### src/rtl/tmr_mon_pkg.sv
// Shared defaults for the tmrErr monitor slice.
//   N_SRC_DEF      : default number of tmrErr sources
//   CNT_WIDTH_DEF  : default event counter / threshold width
//   sum_width()    : width used for the saturating add (one carry bit above the counter)
package tmr_mon_pkg;

    localparam int N_SRC_DEF     = 8;
    localparam int CNT_WIDTH_DEF = 16;

    function automatic int sum_width(input int cnt_width);
        return cnt_width + 1;
    endfunction

endpackage

### src/rtl/tmr_err_popcount.sv
// Combinational population count.
//   vec : N-bit input vector
//   cnt : number of set bits in vec, 0..N
module tmr_err_popcount #(
    parameter int N = 8
) (
    input  logic [N-1:0]             vec,
    output logic [$clog2(N+1)-1:0]   cnt
);

    localparam int CW = $clog2(N+1);

    always_comb begin
        cnt = '0;
        for (int i = 0; i < N; i++) begin
            cnt = cnt + CW'(vec[i]);
        end
    end

endmodule

### src/rtl/tmr_err_monitor.sv
// SEU-correction event monitor fed by the voter tmrErr lines.
// Detects rising edges on each tmrErr line, keeps a saturating event counter,
// sticky per-source flags, a snapshot / read-and-clear path and a threshold alarm.
//   clk, rstn          : clock, asynchronous active-low reset
//   enable             : count events when 1; freeze counter/flags when 0
//   clear              : zero counter/flags/overflow (events in this cycle still count)
//   tmrErr_i           : raw tmrErr lines
//   snapReq            : capture pre-edge counter/flags into snapshot registers
//   threshold          : alarm level, 0 disables
//   errCount/errFlags  : live count and sticky flags
//   overflow           : sticky saturation indicator
//   alarm              : registered errCount >= threshold (threshold != 0)
//   snapCount/snapFlags/snapValid : snapshot registers and update pulse
module tmr_err_monitor
    import tmr_mon_pkg::*;
#(
    parameter int N_SRC     = N_SRC_DEF,
    parameter int CNT_WIDTH = CNT_WIDTH_DEF
) (
    input  logic                 clk,
    input  logic                 rstn,
    input  logic                 enable,
    input  logic                 clear,
    input  logic [N_SRC-1:0]     tmrErr_i,
    input  logic                 snapReq,
    input  logic [CNT_WIDTH-1:0] threshold,
    output logic [CNT_WIDTH-1:0] errCount,
    output logic [N_SRC-1:0]     errFlags,
    output logic                 overflow,
    output logic                 alarm,
    output logic [CNT_WIDTH-1:0] snapCount,
    output logic [N_SRC-1:0]     snapFlags,
    output logic                 snapValid
);

    localparam int PC_W  = $clog2(N_SRC+1);
    localparam int SUM_W = sum_width(CNT_WIDTH);

    logic [N_SRC-1:0]     err_q, err_qq;
    logic [N_SRC-1:0]     edge_w;
    logic [PC_W-1:0]      inc_w;
    logic [SUM_W-1:0]     sum_w;
    logic [CNT_WIDTH-1:0] cnt_q, cnt_d;
    logic [N_SRC-1:0]     flags_q, flags_d;
    logic                 ovf_q, ovf_d;
    logic                 alarm_q, alarm_d;
    logic [CNT_WIDTH-1:0] snap_cnt_q;
    logic [N_SRC-1:0]     snap_flags_q;
    logic                 snap_vld_q;

    // Edges seen while disabled are dropped here, which also gives clear its
    // "inc/edge masked when disabled" behaviour for free.
    assign edge_w = enable ? (err_q & ~err_qq) : '0;

    tmr_err_popcount #(.N(N_SRC)) u_popcount (
        .vec (edge_w),
        .cnt (inc_w)
    );

    // Clear restarts the add from zero so same-cycle events land in the fresh count.
    assign sum_w = (clear ? SUM_W'(0) : SUM_W'(cnt_q)) + SUM_W'(inc_w);

    always_comb begin
        cnt_d   = cnt_q;
        flags_d = flags_q;
        ovf_d   = ovf_q;
        if (enable || clear) begin
            flags_d = (clear ? '0 : flags_q) | edge_w;
            ovf_d   = clear ? 1'b0 : ovf_q;
            if (sum_w[CNT_WIDTH]) begin
                cnt_d = '1;
                ovf_d = 1'b1;
            end else begin
                cnt_d = sum_w[CNT_WIDTH-1:0];
            end
        end
        alarm_d = (threshold != '0) && (cnt_q >= threshold);
    end

    always_ff @(posedge clk or negedge rstn) begin
        if (!rstn) begin
            err_q        <= '0;
            err_qq       <= '0;
            cnt_q        <= '0;
            flags_q      <= '0;
            ovf_q        <= 1'b0;
            alarm_q      <= 1'b0;
            snap_cnt_q   <= '0;
            snap_flags_q <= '0;
            snap_vld_q   <= 1'b0;
        end else begin
            err_q      <= tmrErr_i;
            err_qq     <= err_q;
            cnt_q      <= cnt_d;
            flags_q    <= flags_d;
            ovf_q      <= ovf_d;
            alarm_q    <= alarm_d;
            snap_vld_q <= snapReq;
            // Snapshot takes the pre-edge values, so snapReq+clear is an atomic read-and-clear.
            if (snapReq) begin
                snap_cnt_q   <= cnt_q;
                snap_flags_q <= flags_q;
            end
        end
    end

    assign errCount  = cnt_q;
    assign errFlags  = flags_q;
    assign overflow  = ovf_q;
    assign alarm     = alarm_q;
    assign snapCount = snap_cnt_q;
    assign snapFlags = snap_flags_q;
    assign snapValid = snap_vld_q;

endmodule

### config.mk
export PLATFORM = sky130hd
export DESIGN_NAME = tmr_err_monitor
export DESIGN_NICKNAME = d
export VERILOG_FILES = /design/src/rtl/tmr_mon_pkg.sv /design/src/rtl/tmr_err_popcount.sv /design/src/rtl/tmr_err_monitor.sv
export SDC_FILE = /design/constraint.sdc
export NUM_CORES = 1
export LEC_CHECK = 0
export BUFFER_PORTS_ARGS = -buffer_cell sky130_fd_sc_hd__buf_2
export CELL_PAD_IN_SITES_DETAIL_PLACEMENT = 0
export CELL_PAD_IN_SITES_GLOBAL_PLACEMENT = 1
export CORE_ASPECT_RATIO = 0.7
export CORE_MARGIN = 8
export CORE_UTILIZATION = 40
export CTS_CLUSTER_DIAMETER = 60
export DETAILED_ROUTE_END_ITERATION = 8
export HOLD_SLACK_MARGIN = 0.12
export PLACE_DENSITY = 0.79
export SYNTH_ARGS = -nofsm -noshare
export SYNTH_HDL_FRONTEND = slang
export SYNTH_SLANG_ARGS = --single-unit
### constraint.sdc
create_clock -name clk -period 6.1 [get_ports clk]
set_input_delay 0.61 -clock clk [delete_from_list [all_inputs] [get_ports clk]]
set_output_delay 0.61 -clock clk [all_outputs]
set_load 0.02 [all_outputs]
==> flow_summary.toml <==
[cells_and_area]
finish.instance_area_um2 = 4110
nFillCells = 711
postLayoutCoreUtil = 0.518
finish.cell_count_without_fillers = 475
num_antenna_cells = 0
fin_nets = 426
final_layout_size_suffix_gt1_frac = 0.337
synthToLayoutAreaGrowth_pct = 24.5

[power_and_ir_drop]
p_switching_uw = 346
power.combinational.fraction = 0.166
switching_share = 0.272
power_density_nw_per_um2 = 309
p_seq_frac = 0.401
worst_ir_drop_vdd_mv = 0.302
power.total_mw = 1.27
clkPwrFrac = 0.433
power.leakage_nw = 2.22
internal_power_uw = 925

[synth]
synth-edff-count = 0
yosys_most_used_dff = "sky130_fd_sc_hd__dfrtp_1"
synth.lib_cells_used.distinct = 46
ys_seq_elements = 67
mappedNetlistArea_um2 = 3300
ys_seq_area_frac = 0.508
netlist_instances = 286
synthArstFlopShare = 1.00
synth.net_count = 343
yosysMostFrequentCell = "sky130_fd_sc_hd__dfrtp_1"
mean_cell_area_of_the_mapped_netlist_um2 = 11.5
synth_area_leader_cell = "sky130_fd_sc_hd__dfrtp_1"
synthDominantCellAreaShare = 0.508
synth_area_leaders = "sky130_fd_sc_hd__dfrtp_1 51%, sky130_fd_sc_hd__ha_1 8.7%, sky130_fd_sc_hd__mux2_2 8.2%, sky130_fd_sc_hd__fa_1 3.0%, sky130_fd_sc_hd__inv_1 2.8%"
yosysWarnings = 0
synth.top_cells.by_count = "67 x sky130_fd_sc_hd__dfrtp_1, 25 x sky130_fd_sc_hd__inv_1, 24 x sky130_fd_sc_hd__mux2_2"

[worst_setup_path]
critical_path.reg2reg.startpoint = "err_q[0]"
arrival_ns = 5.42
worst_case_register_to_register_setup_slack_ns = 1.06
crit_path_max_fanout = 15
worst_ep_required_time_ns = 6.34
path_depth_of_the_worst_reg2reg_path = 15
timing.setup.critical_path_class = "primary input to register"
regToRegEndpoint = "errCount[10]"
endpoint_kind = "register"
worst_setup_path_start_kind = "primary input"
crit_path_start = "enable"

[timing]
slew_headroom = 0.436
max_transition_viols_final = 0
grt_setup_unrepaired = "no"
layout_min_cycle_time_ns = 5.18
min_period_over_period = 0.849
report.final.hold_viol_count = 0
fin_worst_skew_ns = 0.00804
timing.final.setup_violations = 0
worstMarginPinSlew_ns = 0.846
timing.setup.tns_ns = 0
fmax_ghz = 0.193

[global_routing]
first_global_vias = 2563
maximum_number_of_pins_on_one_net_before_global_route_repair = 68
grt_first_pass_wirelength_mm = 13.4
grt_antenna_before_repair = 0
grt_overflow_total = 0
grt_util_all_layers = 0.142

[clock_network]
clk_pin_slew_ns = 0.06
cts_setup_buffers = 0
clkSinkCount = 67
cts_hold_repair.buffers = 0
clockRootBuffer = "sky130_fd_sc_hd__clkbuf_16"
cts-htree-levels = 3
clk-insertion-delay-late_ns = 0.33
post_cts.resized_instances = 0
cts_tree = "done"
cts_bufs_inserted = 9
cts.path.max_buffers = 2

[worst_hold_path]
timing.hold.worst_endpoint = "err_qq[0]"
hold_depth = 0
timing.hold.worst.start = "err_q[0]"
class_of_the_most_critical_hold_timing_path = "register to register"

[floorplan]
placeableCoreArea_um2 = 7940
die_width_um = 125
initial_utilization = 0.416
ioPinCount = 80
die-height_um = 92.0
fp.dieArea_um2 = 11500
num_rows = 27

[outcome]
status = "complete, no violations"

[place]
gp_routability_congestion = 0.872
post-place-cells = 459
detailed_place_hpwl_mm = 5.81
dpl-instance-area_um2 = 3790
portBuffers = 79

[job]
drv_cap = 0

[detailed_routing]
drtPass1Iterations = 5
antenna_violating_nets_post_route = 0
vias_per_cell = 5.16
initialDrtViolationCount = 156
postRouteWirelength_mm = 7.92
detail_route.drc_violations = 0
wire_length_per_cell_um = 16.7
vias = 2451
[worst max-delay path by stage]
stage | endpoint | cells past startpoint
CTS | errCount[10] | 16
floorplan | errCount[0] | 17
detailed placement | errCount[10] | 16
global route | errCount[10] | 16
finish | errCount[10] | 16
global placement | errCount[10] | 16
[placed cells by master, fill, tap and decap left out, types with 2 or more instances in the layout]
cell | Yosys | final
sky130_fd_sc_hd__ha_1 | 23 | 23
sky130_fd_sc_hd__a21o_1 | 8 | 8
sky130_fd_sc_hd__nand2b_1 | 2 | 2
sky130_fd_sc_hd__buf_2 | 0 | 79
sky130_fd_sc_hd__a211oi_1 | 2 | 2
sky130_fd_sc_hd__inv_1 | 25 | 25
sky130_fd_sc_hd__mux2_2 | 24 | 24
sky130_fd_sc_hd__clkbuf_16 | 0 | 9
sky130_fd_sc_hd__fa_1 | 5 | 5
sky130_fd_sc_hd__nor2_1 | 14 | 14
sky130_fd_sc_hd__nand3_1 | 7 | 7
sky130_fd_sc_hd__bufinv_16 | 0 | 2
sky130_fd_sc_hd__clkinvlp_4 | 0 | 2
sky130_fd_sc_hd__a21oi_1 | 11 | 11
sky130_fd_sc_hd__xor2_1 | 3 | 3
sky130_fd_sc_hd__a41oi_1 | 2 | 2
sky130_fd_sc_hd__nand2_1 | 14 | 14
sky130_fd_sc_hd__nand3b_1 | 2 | 2
sky130_fd_sc_hd__nor2b_1 | 5 | 5
sky130_fd_sc_hd__dfrtp_1 | 67 | 67
sky130_fd_sc_hd__or2_2 | 2 | 2
sky130_fd_sc_hd__a31oi_1 | 5 | 5
sky130_fd_sc_hd__nor4_1 | 5 | 5
sky130_fd_sc_hd__and3b_1 | 6 | 6
sky130_fd_sc_hd__o21ai_0 | 10 | 10
sky130_fd_sc_hd__nand4_1 | 4 | 4
sky130_fd_sc_hd__o41ai_1 | 2 | 2
sky130_fd_sc_hd__and3_1 | 6 | 6
sky130_fd_sc_hd__nor3_1 | 2 | 2
sky130_fd_sc_hd__xnor2_1 | 4 | 4
[sequential cells by signal, summed over array words and instances (netlist names), 8 cells and up]
name	cells
errCount	16
snapCount	16
errFlags	8
err_q	8
err_qq	8
snapFlags	8
[layer usage]
metal / vias to the layer above / GRT usage / part of all wire
met3: 6 / 0.0518 / 0.086
met1: 1171 / 0.207 / 0.51
li1: 1188 / - / -
met2: 86 / 0.195 / 0.39
met5: - / 0 / 0
met4: 0 / 0.0310 / 0.0068
[power groups by stage]
stage	registers [mW]	logic (mW)	clock network [mW]
2_1_floorplan	0.551	0.0953	0
3_5_place_dp	0.518	0.213	0
4_1_cts	0.510	0.215	0.561
3_3_place_gp	0.516	0.211	0
6_report	0.510	0.211	0.551
5_1_grt	0.516	0.236	0.585
[worst max-delay path, stage by stage]
cell                       delay [ns]
sky130_fd_sc_hd__buf_2           0.19
sky130_fd_sc_hd__and3b_1         0.23
sky130_fd_sc_hd__ha_1            0.28
sky130_fd_sc_hd__inv_1           0.05
sky130_fd_sc_hd__fa_1            0.52
sky130_fd_sc_hd__inv_1           0.06
sky130_fd_sc_hd__fa_1            0.50
sky130_fd_sc_hd__fa_1            0.47
sky130_fd_sc_hd__fa_1            0.52
sky130_fd_sc_hd__inv_1           0.07
sky130_fd_sc_hd__fa_1            0.46
sky130_fd_sc_hd__nand2b_1        0.19
sky130_fd_sc_hd__a21oi_1         0.32
sky130_fd_sc_hd__or4b_4          0.60
sky130_fd_sc_hd__and3_1          0.21
sky130_fd_sc_hd__nor3_2          0.14
[cells by family after synthesis]
group / count (synthesis) / synth area share
AOI/OAI and AO/OA: 50 / 0.100
xor gates and xnor gates: 7 / 0.0186
adders and majority gates: 28 / 0.117
buffers and inverters: 33 / 0.0398
DFF: 67 / 0.508
muxes: 24 / 0.0818
and+or+nand+nor: 77 / 0.135
[metrics by stage]
step	hold slack (ns)	setup WS (ns)
floorplan	0.314	0.910
global placement	0.361	0.686
detailed placement	0.362	0.588
CTS	0.376	0.888
global route	0.381	0.628
finish	0.372	0.922
[cell type report]
type / instances / area [µm²] / area share
clock inverters: 6 / 88.8 / 0.0216
repair buffers: 80 / 403 / 0.0980
inverters: 25 / 93.8 / 0.0228
well taps: 101 / 126 / 0.0307
multi-input cells: 186 / 1490 / 0.363
flip-flops and latches: 67 / 1680 / 0.408
clock buffers: 10 / 229 / 0.0557
No activity file was read; power rests on OpenSTA's default activity.
